===== src/rtl/kab_bkd_pkg.sv =====
// kab_bkd_pkg: shared types, default constants and counter sizing for the BKD key debouncer.
`default_nettype none

package kab_bkd_pkg;

  typedef enum logic [1:0] {
    RELEASED     = 2'd0,
    PRESS_WAIT   = 2'd1,
    PRESSED      = 2'd2,
    RELEASE_WAIT = 2'd3
  } key_state_e;

  localparam int unsigned DEF_NUM_KEYS        = 4;
  localparam int unsigned DEF_SYNC_STAGES     = 2;
  localparam int unsigned DEF_DEBOUNCE_CYCLES = 1000000;
  localparam int unsigned DEF_REPEAT_DELAY    = 25000000;
  localparam int unsigned DEF_REPEAT_PERIOD   = 5000000;

  // Bits needed to count 0..n-1; never narrower than one bit.
  function automatic int unsigned cnt_width(input int unsigned n);
    return (n < 2) ? 1 : $clog2(n);
  endfunction

endpackage

`default_nettype wire


===== src/rtl/key_debounce_channel.sv =====
// key_debounce_channel: one key - synchroniser, debounce FSM, registered level/pulses.
// Optional auto-repeat of the press pulse when KEY_REPEAT_EN is defined.
`default_nettype none

module key_debounce_channel
  import kab_bkd_pkg::*;
#(
  parameter int unsigned SYNC_STAGES     = DEF_SYNC_STAGES,
  parameter int unsigned DEBOUNCE_CYCLES = DEF_DEBOUNCE_CYCLES,
  parameter int unsigned REPEAT_DELAY    = DEF_REPEAT_DELAY,
  parameter int unsigned REPEAT_PERIOD   = DEF_REPEAT_PERIOD
) (
  input  logic Clock,
  input  logic Reset,
  input  logic key_raw_i,
  output logic key_state_o,
  output logic key_press_o,
  output logic key_release_o
);

  localparam int unsigned CW = cnt_width(DEBOUNCE_CYCLES);
  localparam logic [CW-1:0] CNT_LAST = CW'(DEBOUNCE_CYCLES - 1);
  localparam logic [CW-1:0] CNT_ONE  = CW'(1);

  logic [SYNC_STAGES-1:0] sync_q;
  logic                   s;
  key_state_e             state_q, state_d;
  logic [CW-1:0]          cnt_q, cnt_d;
  logic                   level_q, level_d;
  logic                   press_q, press_d;
  logic                   release_q, release_d;
  logic                   rep_fire;

  // Raw pin is active-low; the synchroniser resets to the released level.
  assign s = ~sync_q[SYNC_STAGES-1];

  always_ff @(posedge Clock) begin
    if (!Reset) begin
      sync_q    <= '1;
      state_q   <= RELEASED;
      cnt_q     <= '0;
      level_q   <= 1'b0;
      press_q   <= 1'b0;
      release_q <= 1'b0;
    end else begin
      sync_q    <= {sync_q[SYNC_STAGES-2:0], key_raw_i};
      state_q   <= state_d;
      cnt_q     <= cnt_d;
      level_q   <= level_d;
      press_q   <= press_d;
      release_q <= release_d;
    end
  end

  always_comb begin
    state_d   = state_q;
    cnt_d     = cnt_q;
    level_d   = level_q;
    press_d   = rep_fire;
    release_d = 1'b0;
    case (state_q)
      RELEASED: begin
        if (s) begin
          state_d = PRESS_WAIT;
          cnt_d   = CNT_ONE;
        end
      end
      PRESS_WAIT: begin
        if (!s) begin
          state_d = RELEASED;
          cnt_d   = '0;
        end else if (cnt_q == CNT_LAST) begin
          state_d = PRESSED;
          cnt_d   = '0;
          level_d = 1'b1;
          press_d = 1'b1;
        end else begin
          cnt_d = cnt_q + CNT_ONE;
        end
      end
      PRESSED: begin
        if (!s) begin
          state_d = RELEASE_WAIT;
          cnt_d   = CNT_ONE;
        end
      end
      RELEASE_WAIT: begin
        if (s) begin
          state_d = PRESSED;
          cnt_d   = '0;
        end else if (cnt_q == CNT_LAST) begin
          state_d   = RELEASED;
          cnt_d     = '0;
          level_d   = 1'b0;
          release_d = 1'b1;
        end else begin
          cnt_d = cnt_q + CNT_ONE;
        end
      end
      default: begin
        state_d = RELEASED;
        cnt_d   = '0;
      end
    endcase
  end

`ifdef KEY_REPEAT_EN
  localparam int unsigned REP_MAX = (REPEAT_DELAY > REPEAT_PERIOD) ? REPEAT_DELAY : REPEAT_PERIOD;
  localparam int unsigned RW = cnt_width(REP_MAX);
  localparam logic [RW-1:0] REP_DELAY_LAST  = RW'(REPEAT_DELAY - 1);
  localparam logic [RW-1:0] REP_PERIOD_LAST = RW'(REPEAT_PERIOD - 1);

  logic [RW-1:0] rep_q, rep_d;
  logic          armed_q, armed_d;

  always_ff @(posedge Clock) begin
    if (!Reset) begin
      rep_q   <= '0;
      armed_q <= 1'b0;
    end else begin
      rep_q   <= rep_d;
      armed_q <= armed_d;
    end
  end

  // Counts only while staying in PRESSED; held through RELEASE_WAIT, cleared elsewhere.
  always_comb begin
    rep_d    = rep_q;
    armed_d  = armed_q;
    rep_fire = 1'b0;
    if (state_q == PRESSED && s) begin
      if (rep_q == (armed_q ? REP_PERIOD_LAST : REP_DELAY_LAST)) begin
        rep_fire = 1'b1;
        rep_d    = '0;
        armed_d  = 1'b1;
      end else begin
        rep_d = rep_q + RW'(1);
      end
    end else if (state_q == RELEASED || state_q == PRESS_WAIT) begin
      rep_d   = '0;
      armed_d = 1'b0;
    end
  end
`else
  logic unused_repeat;
  assign unused_repeat = ^{REPEAT_DELAY, REPEAT_PERIOD};
  assign rep_fire      = 1'b0;
`endif

  assign key_state_o   = level_q;
  assign key_press_o   = press_q;
  assign key_release_o = release_q;

endmodule

`default_nettype wire


===== src/rtl/key_debouncer.sv =====
// key_debouncer: NUM_KEYS independent debounced key channels for the BKD key inputs.
// Define KEY_REPEAT_EN to enable auto-repeat press pulses.
`default_nettype none

module key_debouncer
  import kab_bkd_pkg::*;
#(
  parameter int unsigned NUM_KEYS        = DEF_NUM_KEYS,
  parameter int unsigned SYNC_STAGES     = DEF_SYNC_STAGES,
  parameter int unsigned DEBOUNCE_CYCLES = DEF_DEBOUNCE_CYCLES,
  parameter int unsigned REPEAT_DELAY    = DEF_REPEAT_DELAY,
  parameter int unsigned REPEAT_PERIOD   = DEF_REPEAT_PERIOD
) (
  input  logic                Clock,
  input  logic                Reset,
  input  logic [NUM_KEYS-1:0] KeysRaw,
  output logic [NUM_KEYS-1:0] KeyState,
  output logic [NUM_KEYS-1:0] KeyPress,
  output logic [NUM_KEYS-1:0] KeyRelease
);

  for (genvar i = 0; i < NUM_KEYS; i++) begin : g_ch
    key_debounce_channel #(
      .SYNC_STAGES    (SYNC_STAGES),
      .DEBOUNCE_CYCLES(DEBOUNCE_CYCLES),
      .REPEAT_DELAY   (REPEAT_DELAY),
      .REPEAT_PERIOD  (REPEAT_PERIOD)
    ) u_ch (
      .Clock        (Clock),
      .Reset        (Reset),
      .key_raw_i    (KeysRaw[i]),
      .key_state_o  (KeyState[i]),
      .key_press_o  (KeyPress[i]),
      .key_release_o(KeyRelease[i])
    );
  end

endmodule

`default_nettype wire


===== config.mk =====
export PLATFORM = sky130hd
export DESIGN_NAME = key_debouncer
export DESIGN_NICKNAME = d
export VERILOG_FILES = /design/src/rtl/kab_bkd_pkg.sv /design/src/rtl/key_debounce_channel.sv /design/src/rtl/key_debouncer.sv
export SDC_FILE = /design/constraint.sdc
export NUM_CORES = 1
export LEC_CHECK = 0
export BUFFER_PORTS_ARGS = -buffer_cell sky130_fd_sc_hd__buf_4
export CAP_MARGIN = 20
export CORE_AREA = 2 2 102 104
export DETAILED_ROUTE_END_ITERATION = 16
export DIE_AREA = 0 0 104 106
export GPL_TIMING_DRIVEN = 0
export PLACE_DENSITY = 0.68
export SLEW_MARGIN = 5
export SYNTH_ARGS = -nofsm -noshare
export SYNTH_HDL_FRONTEND = slang
export SYNTH_HIERARCHICAL = 1
export SYNTH_SLANG_ARGS = --single-unit

===== constraint.sdc =====
create_clock -name Clock -period 2.4 [get_ports Clock]
set_clock_uncertainty 0.15 [all_clocks]
set_input_delay 0.24 -clock Clock [delete_from_list [all_inputs] [get_ports Clock]]
set_output_delay 0.24 -clock Clock [all_outputs]
set_load 0.01 [all_outputs]

==> results of run 1 <==
-- through the flow --
step | setup slack [ns] | utilization | instances
5_1_grt | 0.0154 | 0.595 | 799
4_1_cts | 0.0651 | 0.589 | 793
2_1_floorplan | 0.279 | - | 620
3_3_place_gp | 0.118 | 0.562 | 773
3_5_place_dp | 0.0800 | 0.562 | 773
6_report | 0.107 | 0.595 | 799
-- report_power, final --
group / leakage, nW / switching (mW) / internal (mW) / total [mW]
clock: 0.114 / 0.600 / 0.649 / 1.25
sequential: 0.873 / 0.0190 / 1.81 / 1.83
combinational: 1.22 / 0.0751 / 0.0517 / 0.127
total: 2.20 / 0.694 / 2.51 / 3.20
-- kinds of logic (layout without fill, tap and decap cells) --
logic type	count (synthesis)	count (layout)	synth area share
XOR/XNOR	14	14	0.0245
buffers and inverters	47	90	0.0452
flip-flops	108	108	0.406
AO/OA/AOI/OAI	175	175	0.212
multiplexers	12	12	0.0249
adder cells (fa/ha/maj)	4	4	0.00941
AND/OR/NAND/NOR	260	260	0.278
-- flip-flops by register name, summed over array words and instances, names as in the netlist, named ones only --
register,count
g_ch.u_ch/cnt_q,80
g_ch.u_ch/key_press_o,4
g_ch.u_ch/key_release_o,4
g_ch.u_ch/key_state_o,4
g_ch.u_ch/state_q,4
g_ch.u_ch/sync_q,8
-- cells in the mapped netlist, types with 3 or more instances --
cell type,number
nor3_1,17
nand4_1,16
a21oi_1,46
nor4_1,5
dfxtp_1,108
mux2i_1,8
nor2_1,31
and4bb_2,3
or4_4,3
o211a_1,6
and4_1,4
a21o_1,15
nand2_1,62
a21boi_0,7
or2_2,3
ha_1,4
inv_1,18
nand2b_1,15
xor2_1,6
or3_2,4
o21ai_0,30
nor4_2,3
a21o_2,3
and3_1,14
nor3b_1,5
buf_2,7
a41oi_1,7
a31oi_1,31
clkbuf_1,11
nor4b_1,3
and2_1,7
buf_6,5
o21a_1,11
xnor2_1,7
nand3_1,46
nor4_4,3
buf_4,4
-- critical path, cell delays in order (launching register included) --
cell and delay [ns]:
dfxtp_1 0.36, ha_1 0.26, and4_1 0.22, buf_6 0.13, and4_4 0.19, a21o_1 0.20, buf_6 0.14, or4_1 0.49
nand3_1 0.09
-- path summary, 6_finish.rpt --
kind                                           start                                  end  slack (ns)  cells past startpoint
hold / removal                                 Reset    g_ch[3].u_ch/sync_q[0]$_SDFF_PN1_        0.26                      3
setup / recovery  g_ch[0].u_ch/cnt_q[0]$_SDFFE_PN0P_  g_ch[0].u_ch/cnt_q[18]$_SDFFE_PN0P_        0.11                      8
hold reg to reg    g_ch[1].u_ch/sync_q[0]$_SDFF_PN1_    g_ch[1].u_ch/sync_q[1]$_SDFF_PN1_        0.27                      1
setup reg to reg  g_ch[0].u_ch/cnt_q[0]$_SDFFE_PN0P_  g_ch[0].u_ch/cnt_q[18]$_SDFFE_PN0P_        0.11                      8
-- layout make-up --
cell class	count	area, µm²
fillers	900	4050
inverters	18	67.6
plain buffers	29	175
clock buffers	13	159
repair buffers	27	213
multi-input cells	465	2930
well taps	136	170
clock inverters	3	68.8
flip-flops and latches	108	2160
-- repair_timing --
action | in CTS | in global routing
setup endpoints to repair | 0 | 20
endpoints found under the hold margin | 4 | 0
hold buffers | 4 | 0
buffers inserted | 0 | 6
gates resized for setup | 0 | 4
-- routing by layer --
layer | track usage | vias up | wire length (µm)
li1 | - | 2359 | -
met2 | 0.355 | 79 | 5110
met1 | 0.279 | 2164 | 5440
met4 | 0.0637 | 0 | 113
met5 | 0 | - | 0
met3 | 0.0374 | 10 | 392
==> impl_metrics.yaml, run 1 <==
run_status:
  status: "finished clean"
synthesis:
  synth-edff-count: 0
  syn_inst: 620
  synth-seq-area-share: 0.406
  async_flop_share: 0
  avgSynthCellArea_um2: 8.58
  synth_seq_cells: 108
  yosys.area.top_type_share: 0.406
  yosys-top-cells-area: "dfxtp_1 (41%), nand2_1 (4.4%), a21oi_1 (4.3%), nand3_1 (4.3%), a31oi_1 (3.6%)"
  synth.yosys.warnings: 6
  synth_area_um2: 5320
  synth_ff_type: "dfxtp_1"
  ys_types: 65
  yosysTopAreaCell: "dfxtp_1"
  synth.net_count: 630
clocking:
  clkLatencyLatePin_ns: 0.37
  numCtsBuffers: 9
  path_clk_slew_ns: 0.09
  cts_sinks: 108
  cts-root-buf: "clkbuf_8"
  htreeDepth: 3
  clockBufferDepth: 2
  cts_tree: "built"
sta:
  fmaxAchievable_mhz: 436
  post-route-min-period_ns: 2.29
  setup_viol: 0
  hold_viol: 0
  min_period_over_period: 0.955
  worst_pin_slew_ns: 0.759
  hold-worst-slack_ns: 0.262
  rsz0062_at_grt: "no"
  drv_slew: 0
  slew-limit-headroom: 0.489
  setup_tns_ns: 0
finish:
  layout-drive-gt1-share: 0.145
  final_common_cell: "dfxtp_1"
  final_cell_mix: "dfxtp_1 (108), nand2_1 (62), nand3_1 (46)"
  area_growth_pct: 11.8
  num_antenna_cells: 0
  finalInstanceArea_um2: 5950
  layout.nets: 668
min_path:
  hold_class: "in -> reg"
place:
  dpl_cell_area_um2: 5620
  hpwl_mm: 7.54
  gp_congestion: 0.817
  portBuffers: 17
routing:
  via_count: 4612
  drc: 0
  avgRoutedWirePerCell_um: 13.8
  drt-initial-drc-count: 178
  antenna_left: 0
  wl_mm: 11.1
  first_pass_iters: 4
  routed_via_density: 5.77
worst_setup_path:
  path_class: "reg -> reg"
  required_ns: 2.56
  start_kind: "flip-flop"
  path_max_fanout: 10
  end_kind: "flip-flop"
  arrival_ns: 2.45
pwr:
  worst_ir_drop_vdd_v: 0.000463
  leakage_nw: 2.20
  fin_total_pwr_mw: 3.20
  power_density_nw_per_um2: 538
global_route:
  grt_max_degree: 17
  grt-ovfl-total: 0
  grt_pass1_wl_mm: 19.7
  grtUsageTotal: 0.211
  antenna_found_initial: 0
  first_global_vias: 4294
floorplan:
  die_area_um2: 11000
  core_area_um2: 10000
  floorplan.initialDensity: 0.532
  die_x_um: 104
  io_pins: 18
  die_y_um: 106
  rows: 37
flow_run:
  drv_cap: 0
(Power assumes the default switching activity.)
==> inputs of run 2 (changes only) <==
- ABC_AREA: unset -> 1
- CORE_AREA: 2 2 102 104 -> 2 2 112 114
- DIE_AREA: 0 0 104 106 -> 0 0 114 116
- SETUP_SLACK_MARGIN: unset -> 0.2
==> impl_metrics.yaml, run 2 <==
routing:
  routed_via_density: 5.05
  via_count: 5989
  drc: 0
  highest_layer: "met4"
  wl_mm: 14.4
  avgRoutedWirePerCell_um: 12.1
  route.met3.wl_um: 533
  drt-initial-drc-count: 402
  antenna_left: 0
  first_pass_iters: 5
  wl_met2_mm: 6.77
  wl_met1_mm: 6.92
finish:
  num_antenna_cells: 0
  n_fill_cell: 1195
  final_cell_mix: "nand2_1 (310), nor2_1 (122), inv_1 (113)"
  reg.largest.list: "g_ch.u_ch/cnt_q: 80 flops, g_ch.u_ch/sync_q: 8 flops"
  register_area_um2: 2160
  layout-drive-gt1-share: 0.167
  finalInstanceArea_um2: 7120
  largest_reg_flops: 80
  largest_register: "g_ch.u_ch/cnt_q"
  multi_input_area_um2: 3670
  final_common_cell: "nand2_1"
  area_growth_pct: 9.86
  layout.nets: 1044
run_status:
  status: "finished clean"
worst_setup_path:
  path_class: "reg -> reg"
  required_ns: 2.48
  path_max_fanout: 10
  arrival_ns: 2.05
  start_kind: "flip-flop"
  end_kind: "flip-flop"
sta:
  rsz0062_at_grt: "no"
  setup_viol: 0
  hold_viol: 0
  setup_tns_ns: 0
  drv_slew: 0
  min_period_over_period: 0.823
  worst_pin_slew_ns: 0.559
  post-route-min-period_ns: 1.98
  fmaxAchievable_mhz: 506
  slew-limit-headroom: 0.627
clocking:
  clkLatencyLatePin_ns: 0.36
  clockBufferDepth: 2
  numCtsBuffers: 9
  cts_sinks: 108
  postCtsHoldBufs: 4
  htreeDepth: 3
  postCtsSetupBuffers: 0
  cts-root-buf: "clkbuf_16"
  path_clk_slew_ns: 0.07
  cts_resized: 0
  cts_tree: "built"
synthesis:
  synth.yosys.warnings: 6
  ys_types: 40
  yosys.area.top_type_share: 0.333
  yosysTopAreaCell: "dfxtp_1"
  synth.net_count: 1013
  syn_inst: 1003
  avgSynthCellArea_um2: 6.46
  yosys-top-cells-area: "dfxtp_1 (33%), nand2_1 (18%), nor2_1 (7.1%), inv_1 (6.5%), nand3_1 (5.0%)"
  synth-seq-area-share: 0.333
  synth_seq_cells: 108
  synth_area_um2: 6480
  synth-edff-count: 0
  synth_ff_type: "dfxtp_1"
  synth_commonest_cells: "nand2_1 (310), nor2_1 (122), inv_1 (113)"
  yosysMostFrequentCell: "nand2_1"
  async_flop_share: 0
global_route:
  antenna_found_initial: 0
  grt_pass1_wl_mm: 25.2
  first_global_vias: 5432
  grtUsageTotal: 0.235
  grt-ovfl-total: 0
  grt_max_degree: 19
pwr:
  clockPowerShare: 0.421
  p_switching_mw: 0.841
  leakage_nw: 2.79
  power.share.switching: 0.242
  p_int_mw: 2.64
  worst_ir_drop_vdd_v: 0.000350
  power_frac_comb: 0.053
  seq_power_share: 0.526
  power_density_nw_per_um2: 489
flow_run:
  drv_cap: 0
floorplan:
  floorplan.initialDensity: 0.544
  io_pins: 18
  rows: 40
  die_area_um2: 13200
  core_area_um2: 11900
  die_x_um: 114
  die_y_um: 116
place:
  gp_congestion: 0.905
  portBuffers: 16
  dpl_cell_area_um2: 6790
  hpwl_mm: 10.5
min_path:
  hold_class: "in -> reg"
-- run 2: logic make-up (layout without fill, tap and decap cells) --
logic type | count (synthesis) | count (layout) | synth area share
buffers and inverters | 150 | 186 | 0.101
adders and majority gates | 4 | 4 | 0.00772
DFF | 108 | 108 | 0.333
AOI/OAI and AO/OA | 102 | 102 | 0.0957
and+or+nand+nor | 629 | 629 | 0.449
xor gates and xnor gates | 10 | 10 | 0.0135
-- run 2: path summary, 6_finish.rpt --
kind,startpoint,cells past startpoint,slack [ns],endpoint
max reg2reg,g_ch[0].u_ch/cnt_q[0]$_SDFFE_PN0P_,9,0.42,g_ch[0].u_ch/cnt_q[9]$_SDFFE_PN0P_
min,Reset,3,0.05,g_ch[0].u_ch/cnt_q[2]$_SDFFE_PN0P_
max,g_ch[0].u_ch/cnt_q[0]$_SDFFE_PN0P_,9,0.42,g_ch[0].u_ch/cnt_q[9]$_SDFFE_PN0P_
min reg2reg,g_ch[1].u_ch/sync_q[0]$_SDFF_PN1_,1,0.26,g_ch[1].u_ch/sync_q[1]$_SDFF_PN1_
-- run 2: worst max-delay path, cell delays in order (launching register included) --
cell and delay (ns):
dfxtp_1 0.45, ha_1 0.22, nand2_1 0.12, nor3_4 0.26, nand3_4 0.15, nand2_4 0.17, inv_4 0.06, buf_6 0.14
nand3_1 0.07, a21oi_1 0.06
-- run 2: per-stage QoR --
step / cells / utilization / hold slack, ns / power [mW] / setup slack [ns]
5_1_grt: 1186 / 0.598 / 0.0552 / 3.64 / 0.269
4_1_cts: 1186 / 0.598 / 0.0379 / 3.54 / 0.438
6_report: 1186 / 0.598 / 0.0472 / 3.48 / 0.424
3_5_place_dp: 1166 / 0.570 / 0.248 / 2.05 / 0.444
3_3_place_gp: 1166 / 0.570 / 0.246 / 2.05 / 0.461
2_1_floorplan: 1003 / - / 0.197 / 1.99 / 0.727
-- run 2: per-layer routing --
| metal | vias to the layer above | track usage |
|---|---|---|
| met5 | - | 0 |
| met4 | 0 | 0.0577 |
| met3 | 11 | 0.0528 |
| met2 | 81 | 0.391 |
| met1 | 2682 | 0.310 |
| li1 | 3215 | - |
-- run 2: cell type report --
cell class,instances,share of cell area
tap,147,0.0258
timing repair buffer,20,0.0225
inverter,128,0.0678
sequential,108,0.304
buffer,22,0.0237
clock buffer,11,0.0355
multi-input combinational,745,0.515
clock inverter,5,0.00597
-- run 2: power by group through the flow --
stage / logic (mW) / registers, mW / clock network, mW
6_report: 0.185 / 1.83 / 1.46
5_1_grt: 0.205 / 1.83 / 1.60
4_1_cts: 0.187 / 1.83 / 1.52
3_5_place_dp: 0.181 / 1.87 / 0
3_3_place_gp: 0.181 / 1.87 / 0
2_1_floorplan: 0.127 / 1.87 / 0
==> inputs of run 3 (changes only) <==
- ABC_AREA: 1 -> 0
- CORE_AREA: 2 2 112 114 -> 2 2 102 104
- DIE_AREA: 0 0 114 116 -> 0 0 104 106
- PLACE_DENSITY: 0.68 -> 0.7
- clock period: 2.4 -> 1.71 ns (I/O delays scaled with it)
==> impl_metrics.yaml, run 3 (synthesis results as in run 1) <==
run_status:
  status: "complete, but fails checks"
  violations: "setup timing"
worst_setup_path:
  path_class: "reg -> reg"
  cp_num_buf_inv: 1
  crit_slowest_cell: "or4_4"
  end_kind: "flip-flop"
  cp_num_cells: 6
  path_max_fanout: 2
  max_stage_delay_ns: 0.55
  required_ns: 1.84
  path_cells: "or4_4 > nor4_4 > and3_4 > buf_6 > mux2_4 > o21a_1"
  rr_startpoint: "g_ch[1].u_ch/cnt_q[11]$_SDFFE_PN0P_"
  ff2ff_path_depth: 6
  start_kind: "flip-flop"
  arrival_ns: 2.38
  worst_r2r_endpoint: "g_ch[1].u_ch/key_state_o$_SDFFE_PN0P_"
  crit_family: "simple AND/OR/NAND/NOR gates"
  rrSetupSlack_ns: -0.54
sta:
  hold_viol: 0
  worst_slack_ns: -0.545
  post-route-min-period_ns: 2.25
  hold-worst-slack_ns: 0.193
  setup_tns_ns: -31.72
  drv_slew: 0
  rsz0062_at_grt: "yes"
  fmaxAchievable_mhz: 444
  worst_pin_slew_ns: 0.594
  slew-limit-headroom: 0.601
  setup_viol: 97
  min_period_over_period: 1.32
clocking:
  cts_tree: "built"
  cts-root-buf: "clkbuf_8"
  numCtsBuffers: 9
  htreeDepth: 3
  path_clk_slew_ns: 0.10
  clockBufferDepth: 2
  cts_sinks: 108
  clkLatencyLatePin_ns: 0.38
finish:
  largest_register: "g_ch.u_ch/cnt_q"
  area_growth_pct: 36.0
  largest_reg_flops: 80
  finalInstanceArea_um2: 7230
  layout-drive-gt1-share: 0.380
  final_common_cell: "dfxtp_1"
  layout.nets: 733
  num_antenna_cells: 0
  reg.largest.list: "g_ch.u_ch/cnt_q: 80 flops, g_ch.u_ch/sync_q: 8 flops"
  final_cell_mix: "dfxtp_1 (91), buf_4 (55), nand2_1 (53)"
  final_util: 0.723
min_path:
  min_to: "g_ch[3].u_ch/sync_q[0]$_SDFF_PN1_"
  hold_class: "in -> reg"
  hold_depth: 3
  hold_path_startpoint: "Reset"
floorplan:
  rows: 37
  floorplan.initialDensity: 0.532
  die_x_um: 104
  io_pins: 18
  die_area_um2: 11000
  die_y_um: 106
  core_area_um2: 10000
place:
  hpwl_mm: 7.57
  portBuffers: 17
  gp_congestion: 0.808
  dpl_cell_area_um2: 5790
pwr:
  p_switching_mw: 1.03
  leakage_nw: 2.79
  p_int_mw: 3.34
  power.share.switching: 0.236
  worst_ir_drop_vdd_v: 0.000484
  seq_power_share: 0.584
  clockPowerShare: 0.365
  power_frac_comb: 0.051
  power_density_nw_per_um2: 605
global_route:
  grt-ovfl-total: 0
  grtUsageTotal: 0.244
  first_global_vias: 4803
  grt_max_degree: 17
  grt_pass1_wl_mm: 22.4
  antenna_found_initial: 0
routing:
  wl_mm: 14.0
  drc: 0
  first_pass_iters: 5
  antenna_left: 0
  avgRoutedWirePerCell_um: 16.2
  drt-initial-drc-count: 253
  routed_via_density: 6.01
  via_count: 5194
flow_run:
  drv_cap: 0
run 3: worst max-delay path by stage:
stage                                   startpoint                               endpoint  slack, ns
2_1_floorplan   g_ch[0].u_ch/cnt_q[0]$_SDFFE_PN0P_    g_ch[0].u_ch/cnt_q[18]$_SDFFE_PN0P_      -0.35
3_3_place_gp    g_ch[2].u_ch/cnt_q[0]$_SDFFE_PN0P_  g_ch[2].u_ch/key_state_o$_SDFFE_PN0P_      -0.47
3_5_place_dp    g_ch[3].u_ch/cnt_q[0]$_SDFFE_PN0P_  g_ch[3].u_ch/key_state_o$_SDFFE_PN0P_      -0.49
4_1_cts        g_ch[3].u_ch/cnt_q[15]$_SDFFE_PN0P_  g_ch[3].u_ch/key_state_o$_SDFFE_PN0P_      -0.48
5_1_grt        g_ch[1].u_ch/cnt_q[11]$_SDFFE_PN0P_  g_ch[1].u_ch/key_state_o$_SDFFE_PN0P_      -0.57
6_report       g_ch[1].u_ch/cnt_q[11]$_SDFFE_PN0P_  g_ch[1].u_ch/key_state_o$_SDFFE_PN0P_      -0.54
run 3: power by group through the flow:
stage	combinational, mW	sequential, mW	clock (mW)
after floorplan	0.127	2.62	0
after global placement	0.170	2.62	0
after detailed placement	0.175	2.63	0
after CTS	0.208	2.56	1.62
after global routing	0.244	2.56	1.73
final	0.223	2.56	1.60
run 3: what timing repair did:
item,CTS,global route
endpoints found under the setup margin,97,97
buffers inserted,49,12
resized for setup,113,65
hold buffers,4,0
pin swaps,44,37
endpoints found under the hold margin,4,0
gates cloned,9,1
run 3: area by class of cell:
class / instances / area, µm²
multi-input cells: 465 / 3520
fillers: 711 / 2770
flip-flops and latches: 108 / 2200
repair buffers: 92 / 852
plain buffers: 29 / 229
well taps: 136 / 170
clock buffers: 12 / 145
inverters: 18 / 67.6
clock inverters: 4 / 48.8
run 3: stage by stage:
stage               std cells  power, mW  setup WS (ns)
finish                    864       4.38         -0.545
global route              864       4.54         -0.567
CTS                       851       4.39         -0.479
detailed placement        773       2.80         -0.495
global placement          773       2.79         -0.471
floorplan                 620       2.75         -0.346
run 3: per-layer routing:
metal,up-vias,track usage,share of wire
li1,2494,-,-
met1,2497,0.312,0.45
met2,168,0.414,0.49
met3,35,0.0300,0.042
met4,0,0.110,0.025
met5,-,0,0
run 3: worst register-to-register path: stages (launching register included):
cell,delay [ns]
dfxtp_4,0.36
or4_4,0.55
nor4_4,0.32
and3_4,0.24
buf_6,0.10
mux2_4,0.29
o21a_1,0.16
